$ cat src/rtl/frame_scheduler.sv
// Per-frame game-task sequencer slaved to the VGA raster position.
// Once per divided blanking interval it walks paddle, ball and bricks through a req/done handshake.
module frame_scheduler #(
    parameter int V_VISIBLE = 600,
    parameter int FRAME_DIV = 1,
    parameter int TIMEOUT   = 4096
) (
    input  logic        clk,
    input  logic        reset,
    input  logic [10:0] Hpos,
    input  logic [10:0] Vpos,
    input  logic        pause,
    input  logic [2:0]  done,
    output logic        vga_enable,
    output logic [2:0]  req,
    output logic        frame_tick,
    output logic        busy,
    output logic        timeout,
    output logic        overrun,
    output logic [15:0] frame_count
);
    localparam logic [10:0] V_BLANK  = 11'(V_VISIBLE);
    localparam logic [7:0]  DIV_LAST = 8'(FRAME_DIV);
    localparam logic [15:0] TMO_LAST = 16'(TIMEOUT - 1);

    typedef enum logic [2:0] {
        S_IDLE  = 3'd0,
        S_TASK0 = 3'd1,
        S_TASK1 = 3'd2,
        S_TASK2 = 3'd3,
        S_DONE  = 3'd4
    } state_t;

    state_t      state_q, state_d;
    state_t      next_task_s;
    logic [2:0]  cur_bit_s;
    logic        task_ack_s;
    logic [7:0]  div_inc_s;

    logic        blank_hit_q, blank_hit_d, blank_prev_q, blank_prev_d, blank_ev_q, blank_ev_d;
    logic        frame_hit_q, frame_hit_d, frame_prev_q, frame_prev_d, frame_ev_q, frame_ev_d;
    logic [7:0]  div_cnt_q, div_cnt_d;
    logic [15:0] tmo_cnt_q, tmo_cnt_d;
    logic [2:0]  req_q, req_d;
    logic        frame_tick_q, frame_tick_d;
    logic        busy_q, busy_d;
    logic        timeout_q, timeout_d;
    logic        overrun_q, overrun_d;
    logic [15:0] frame_count_q, frame_count_d;
    logic        vga_enable_q, vga_enable_d;

    // Which request bit is live and where the sequence goes once it is acknowledged or expires.
    always_comb begin
        case (state_q)
            S_TASK0: begin cur_bit_s = 3'b001; next_task_s = S_TASK1; end
            S_TASK1: begin cur_bit_s = 3'b010; next_task_s = S_TASK2; end
            S_TASK2: begin cur_bit_s = 3'b100; next_task_s = S_DONE;  end
            default: begin cur_bit_s = 3'b000; next_task_s = S_IDLE;  end
        endcase
        task_ack_s = |(done & cur_bit_s);
        div_inc_s  = div_cnt_q + 8'd1;
    end

    // Edge-detected raster events and sequencer next-state logic.
    always_comb begin
        blank_hit_d   = (Vpos == V_BLANK) && (Hpos == 11'd0);
        frame_hit_d   = (Vpos == 11'd0) && (Hpos == 11'd0);
        blank_prev_d  = blank_hit_q;
        frame_prev_d  = frame_hit_q;
        blank_ev_d    = blank_hit_q && !blank_prev_q;
        frame_ev_d    = frame_hit_q && !frame_prev_q;
        vga_enable_d  = 1'b1;
        state_d       = state_q;
        div_cnt_d     = div_cnt_q;
        tmo_cnt_d     = tmo_cnt_q;
        timeout_d     = timeout_q;

        // Blank events are always counted, even when dropped by a running sequence.
        if (blank_ev_q) begin
            frame_count_d = frame_count_q + 16'd1;
        end else begin
            frame_count_d = frame_count_q;
        end

        case (state_q)
            S_IDLE: begin
                if (blank_ev_q && !pause) begin
                    if (div_inc_s == DIV_LAST) begin
                        div_cnt_d = 8'd0;
                        tmo_cnt_d = 16'd0;
                        state_d   = S_TASK0;
                    end else begin
                        div_cnt_d = div_inc_s;
                    end
                end else begin
                    div_cnt_d = div_cnt_q;
                end
            end
            S_TASK0, S_TASK1, S_TASK2: begin
                if (task_ack_s) begin
                    state_d   = next_task_s;
                    tmo_cnt_d = 16'd0;
                end else if (tmo_cnt_q == TMO_LAST) begin
                    timeout_d = 1'b1;
                    state_d   = next_task_s;
                    tmo_cnt_d = 16'd0;
                end else begin
                    tmo_cnt_d = tmo_cnt_q + 16'd1;
                end
            end
            S_DONE:  state_d = S_IDLE;
            default: state_d = S_IDLE;
        endcase

        if ((state_q != S_IDLE) && (blank_ev_q || frame_ev_q)) begin
            overrun_d = 1'b1;
        end else begin
            overrun_d = overrun_q;
        end

        // Outputs are decoded from the next state so they register alongside it.
        case (state_d)
            S_TASK0: req_d = 3'b001;
            S_TASK1: req_d = 3'b010;
            S_TASK2: req_d = 3'b100;
            default: req_d = 3'b000;
        endcase
        busy_d       = (state_d != S_IDLE);
        frame_tick_d = (state_d == S_DONE);
    end

    // All sequencer state, cleared asynchronously so requests drop the instant reset rises.
    always_ff @(posedge clk or posedge reset) begin
        if (reset) begin
            state_q       <= S_IDLE;
            blank_hit_q   <= 1'b0;
            blank_prev_q  <= 1'b0;
            blank_ev_q    <= 1'b0;
            frame_hit_q   <= 1'b0;
            frame_prev_q  <= 1'b0;
            frame_ev_q    <= 1'b0;
            div_cnt_q     <= 8'd0;
            tmo_cnt_q     <= 16'd0;
            req_q         <= 3'b000;
            frame_tick_q  <= 1'b0;
            busy_q        <= 1'b0;
            timeout_q     <= 1'b0;
            overrun_q     <= 1'b0;
            frame_count_q <= 16'd0;
            vga_enable_q  <= 1'b0;
        end else begin
            state_q       <= state_d;
            blank_hit_q   <= blank_hit_d;
            blank_prev_q  <= blank_prev_d;
            blank_ev_q    <= blank_ev_d;
            frame_hit_q   <= frame_hit_d;
            frame_prev_q  <= frame_prev_d;
            frame_ev_q    <= frame_ev_d;
            div_cnt_q     <= div_cnt_d;
            tmo_cnt_q     <= tmo_cnt_d;
            req_q         <= req_d;
            frame_tick_q  <= frame_tick_d;
            busy_q        <= busy_d;
            timeout_q     <= timeout_d;
            overrun_q     <= overrun_d;
            frame_count_q <= frame_count_d;
            vga_enable_q  <= vga_enable_d;
        end
    end

    assign vga_enable  = vga_enable_q;
    assign req         = req_q;
    assign frame_tick  = frame_tick_q;
    assign busy        = busy_q;
    assign timeout     = timeout_q;
    assign overrun     = overrun_q;
    assign frame_count = frame_count_q;

endmodule

$ cat config.mk
export PLATFORM = sky130hd
export DESIGN_NAME = frame_scheduler
export DESIGN_NICKNAME = d
export VERILOG_FILES = /design/src/rtl/frame_scheduler.sv
export SDC_FILE = /design/constraint.sdc
export NUM_CORES = 1
export LEC_CHECK = 0
export CAP_MARGIN = 0
export CORE_UTILIZATION = 40
export DETAILED_ROUTE_END_ITERATION = 12
export HOLD_SLACK_MARGIN = 0.06
export PLACE_DENSITY_LB_ADDON = 0.12
export SYNTH_ARGS = -nofsm -noshare
export SYNTH_HDL_FRONTEND = slang
export SYNTH_SLANG_ARGS = --single-unit
$ cat constraint.sdc
create_clock -name clk -period 3.9 [get_ports clk]
set_clock_uncertainty 0.1 [all_clocks]
set_input_delay 0.78 -clock clk [delete_from_list [all_inputs] [get_ports clk]]
set_output_delay 0.78 -clock clk [all_outputs]
set_load 0.02 [all_outputs]
-- Word-level counts from Yosys, hierarchy flattened
Index checks and enable logic that the tools add are counted.
- register bits after elaboration: 57
- logic and storage cells: 68
- bits of input ports: 28
- eq/ne operators: 12
- bitwise logic cells: 2
- multiplexer cells: 14
- reductions and logical operators: 21
- $add $sub $neg: 3
- operator list (operator ; count):
    16-bit 2-to-1 mux ; 4
    16-bit by 1-bit adder with 16-bit output, second input constant ; 2
    16-bit case mux with 2 select lines ; 1
    3-bit case mux with 3 select lines ; 3
    11-bit logical NOT ; 2
    16-bit by 12-bit equality test with 1-bit output, second input constant ; 1
    3-bit by 2-bit equality test with 1-bit output, second input constant ; 4
    3-bit 2-to-1 mux ; 4
    11-bit by 10-bit equality test with 1-bit output, second input constant ; 1
    8-bit by 1-bit adder with 8-bit output, second input constant ; 1
    8-bit by 1-bit equality test with 1-bit output, second input constant ; 1
    8-bit 2-to-1 mux ; 1
    3-bit by 1-bit equality test with 1-bit output, second input constant ; 2
    1-bit logical AND ; 6
    3-bit case mux with 2 select lines ; 1
    3-bit AND reduction ; 2
    3-bit nonzero test ; 2
    3-bit OR reduction ; 2
    2-bit != test, second input constant ; 2
    3-bit bitwise AND ; 1
    3-bit equality test, second input constant ; 1
    1-bit logical NOT ; 3
    3-bit logical NOT ; 1
    2-bit AND reduction ; 1
    other kinds (3) ; 3

-- Depth between registers and ports, before layout
- depth after elaboration: 8
- depth in mapped cells: 8

-- Least setup slack after synthesis
No wires, ideal clock.
- path kind: input -> register
- from: in pause
- to: reg tmo_cnt_q[5]
- slack: 1.722 ns
- cell stages on the path: 6
- arrival: 1.952 ns
- data required time: 3.674 ns
- cells stage by stage: nand2b_1 -> nor3b_1 -> nand3_1 -> o31a_1 -> buf_6 -> a221o_1
- cells in the longest elaborated chain, start to end: 4
- ends and longest elaborated chain (what ; RTL line ; RTL):
    start: declaration ; 12 ; input logic pause,
    1-bit logical NOT ; 87 ; if (blank_ev_q && !pause) begin
    1-bit logical AND ; 87 ;
    2-bit != test (no source line) ; -- ;
    3-bit AND reduction (no source line) ; -- ;
    end signal: assignment ; 160 ; tmo_cnt_q <= tmo_cnt_d;
    end: declaration ; 43 ; logic [15:0] tmo_cnt_q, tmo_cnt_d;
Every way passes these cells.
A chain may end at the register's enable or synchronous reset.

-- Worst setup path after layout
- from: in pause
- to: reg div_cnt_q[6]
- cells in the longest elaborated chain, start to end: 3
- ends and longest elaborated chain (what ; RTL line ; RTL):
    1-bit logical NOT ; 87 ;
    1-bit logical AND ; 87 ;
    2-bit AND reduction (no source line) ; -- ;
    end signal: assignment ; 159 ; div_cnt_q <= div_cnt_d;
    end: declaration ; 42 ; logic [7:0] div_cnt_q, div_cnt_d;
Every way passes these cells.

==> run summary <==
TNS Setup = 0 ps
initial antenna violation count = 0
Adder-Cell Fraction of Synth Area = 1.80%
Worst Hold Path EP = blank_prev_q
prevailing post-synth register cell = dfrtp_1
async set-reset flop share out of synthesis = 100%
area leader, netlist = dfrtp_1
first-pass GRT wire length = 9470 um
largest family of logic cells by synthesized area = simple AND/OR/NAND/NOR gates
number of synthesized flops with an enable pin = 0
CP Max Fanout = 6
# diodes = 0
Max-slew headroom = 41.4%
Post-CTS Resized = 0
Setup-failing EPs final = 0
DR vias = 2,226
Arr. time, crit path = 2580 ps
status = finished clean
initial DRC count = 87
PD cells = 333 nW/um2
Final Hold Viols = 0
Nets = 357
Max Fclk = 413 MHz
All-Layer GR Usage = 16.7%
DRT antenna net count = 0
vias in the first global route = 2,042
Ys Warns = 0
Hold Crit Class = register to register
Synth Register Bits = 57
Die Y = 85.5 um
Avg WL per Cell = 13.6 um
Reg2Reg Setup Slack = 1570 ps
post-synth top area share = 51.2%
post-synthesis cell count = 268
Final Critical Period = 2420 ps
layout cell share with drive strength beyond 1 = 7.60%
post-synthesis compound-gate area fraction = 10.1%
hold buffers post-CTS = 0
gr ovfl total = 0
Worst Reg-to-Reg Cells = 7
area delta synth->final = 27.9%
CTS H-tree depth = 3
RR Startpoint = tmo_cnt_q[0]
clk buf depth = 2
worst reg2reg path endpoint = tmo_cnt_q[5]
Post-Syn Area = 2790 um2
Leak = 1.56 nW
Synth Area in XOR/XNOR = 7.85%
Min-Delay Startpoint = blank_hit_q
hold path depth = 0
CP Class = input pin to register
CTS tree = built
Initial Utilization = 41.3%
top cells by count, synth = dfrtp_1, nor2_1, xnor2_1, nand2_1, nand3_1
post-place setup slack = 1090 ps
Skew-Pair Late Insertion Delay = 340 ps
distinct cell type count after synthesis = 50
RSZ-0062 raised after global routing = false
Placement Rows = 30
CP startpoint = pause
IO buf count = 51
Required @ worst endpoint = 4060 ps
Sink Count = 57
HPWL after DPL = 3870 um
top post-synthesis cells by area = dfrtp_1, xnor2_1, nand3_1
Synth Area per Inst = 10.4 um2
Max VDD drop = 0.000133 V
CORE AREA = 6760 um2
vias per cell = 5.44
mux cell area share after synthesis = 1.53%
Final GP Congestion = 0.764
post-CTS setup repair buffer count = 0
root buf cell = clkbuf_8
Ports = 52
Tcrit/Tclk final = 62.1%
largest net degree at the start of global routing = 58
actual slew at the worst max-slew pin = 871 ps
drt first pass iters = 4
fill count = 610
CP Capture Type = register
clock buffer count from CTS = 9
register area share after synthesis = 51.2%
Max-cap violations = 0
DIE WIDTH = 85.5 um
max-slew violation count = 0
total wire length = 5550 um
Worst setup SP type = input pin
Synth Area in Simple Gates = 24.4%
top-count cell post-synth = dfrtp_1
Die ar. = 7310 um2
final worst slack = 1480 ps
CTS clk-pin slew, worst paths = 60 ps
DRC viols = 0
Post-Syn Nets = 300
-- worst max path at each step --
stage | end | cells after the start
global route | div_cnt_q[6] | 6
finish | div_cnt_q[6] | 6
CTS | div_cnt_q[6] | 6
floorplan | blank_ev_q | 1
global placement | tmo_cnt_q[13] | 6
detailed placement | div_cnt_q[6] | 6
-- worst max-delay path, stage by stage --
cell and delay, ps:
clkdlybuf4s50_1 410, nand2b_1 180, nor4_1 680, nand2_1 180
nor2_1 180, xor2_1 160
-- layout by cell type (no fill, tap or decap), drive strengths merged, types with 3 or more instances in the layout --
master and count:
clkbuf 12, a221o 5, nand2 17, nor2 20, ha 4, nand2b 3
inv 11, o21ai 11, or3 4, clkdlybuf4s50 51, xor2 7, xnor2 18
and3 11, nor4 8, or4 6, a22o 3, and2 3, dfrtp 57
nor4b 3, nor3b 3, a21oi 5, nand3 17, nor2b 4, nand4 9
nor3 9
-- stage by stage --
step	std cells	total power, mW	hold WS (ps)	util, %	instance area (um2)
2_1_floorplan	268	0.619	247	-	2790
3_3_place_gp	394	0.652	258	49.9	3370
3_5_place_dp	394	0.653	258	49.9	3370
4_1_cts	409	1.20	273	52.8	3560
5_1_grt	409	1.23	288	52.8	3560
6_report	409	1.19	269	52.8	3560
-- state kept, by name, indices dropped and copies added (netlist names) --
name	count
frame_prev_q	1
tmo_cnt_q	16
frame_ev_q	1
overrun	1
frame_hit_q	1
busy	1
frame_count	16
state_q	3
frame_tick	1
blank_hit_q	1
blank_ev_q	1
div_cnt_q	8
timeout	1
req	3
vga_enable	1
blank_prev_q	1
-- metal layers --
metal / global-route usage, % / wire [um]
met2: 26.0 / 2540
met5: 0 / 0
met4: 8.64 / 116
met3: 3.40 / 227
met1: 22.2 / 2670
-- final cells by class --
type | instances | area [um2] | area share [%]
flip-flops and latches | 57 | 1430 | 40.0
multi-input cells | 193 | 1280 | 35.8
repair buffers | 53 | 526 | 14.7
clock buffers | 12 | 155 | 4.35
well taps | 80 | 100 | 2.81
inverters | 11 | 41.3 | 1.16
clock inverters | 3 | 40.0 | 1.12
-- power by group --
group / switching (mW) / internal [mW]
clock network: 0.222 / 0.324
logic: 0.0174 / 0.0275
registers: 0.00210 / 0.594
total: 0.241 / 0.945
-- cells by family after synthesis --
logic type	after synthesis
AO/OA/AOI/OAI	39
XOR/XNOR	25
adder cells (fa/ha/maj)	4
buffers and inverters	18
flip-flops	57
multiplexers	4
other	1
AND/OR/NAND/NOR	120
Note: power is estimated with default switching activity, not from simulation.
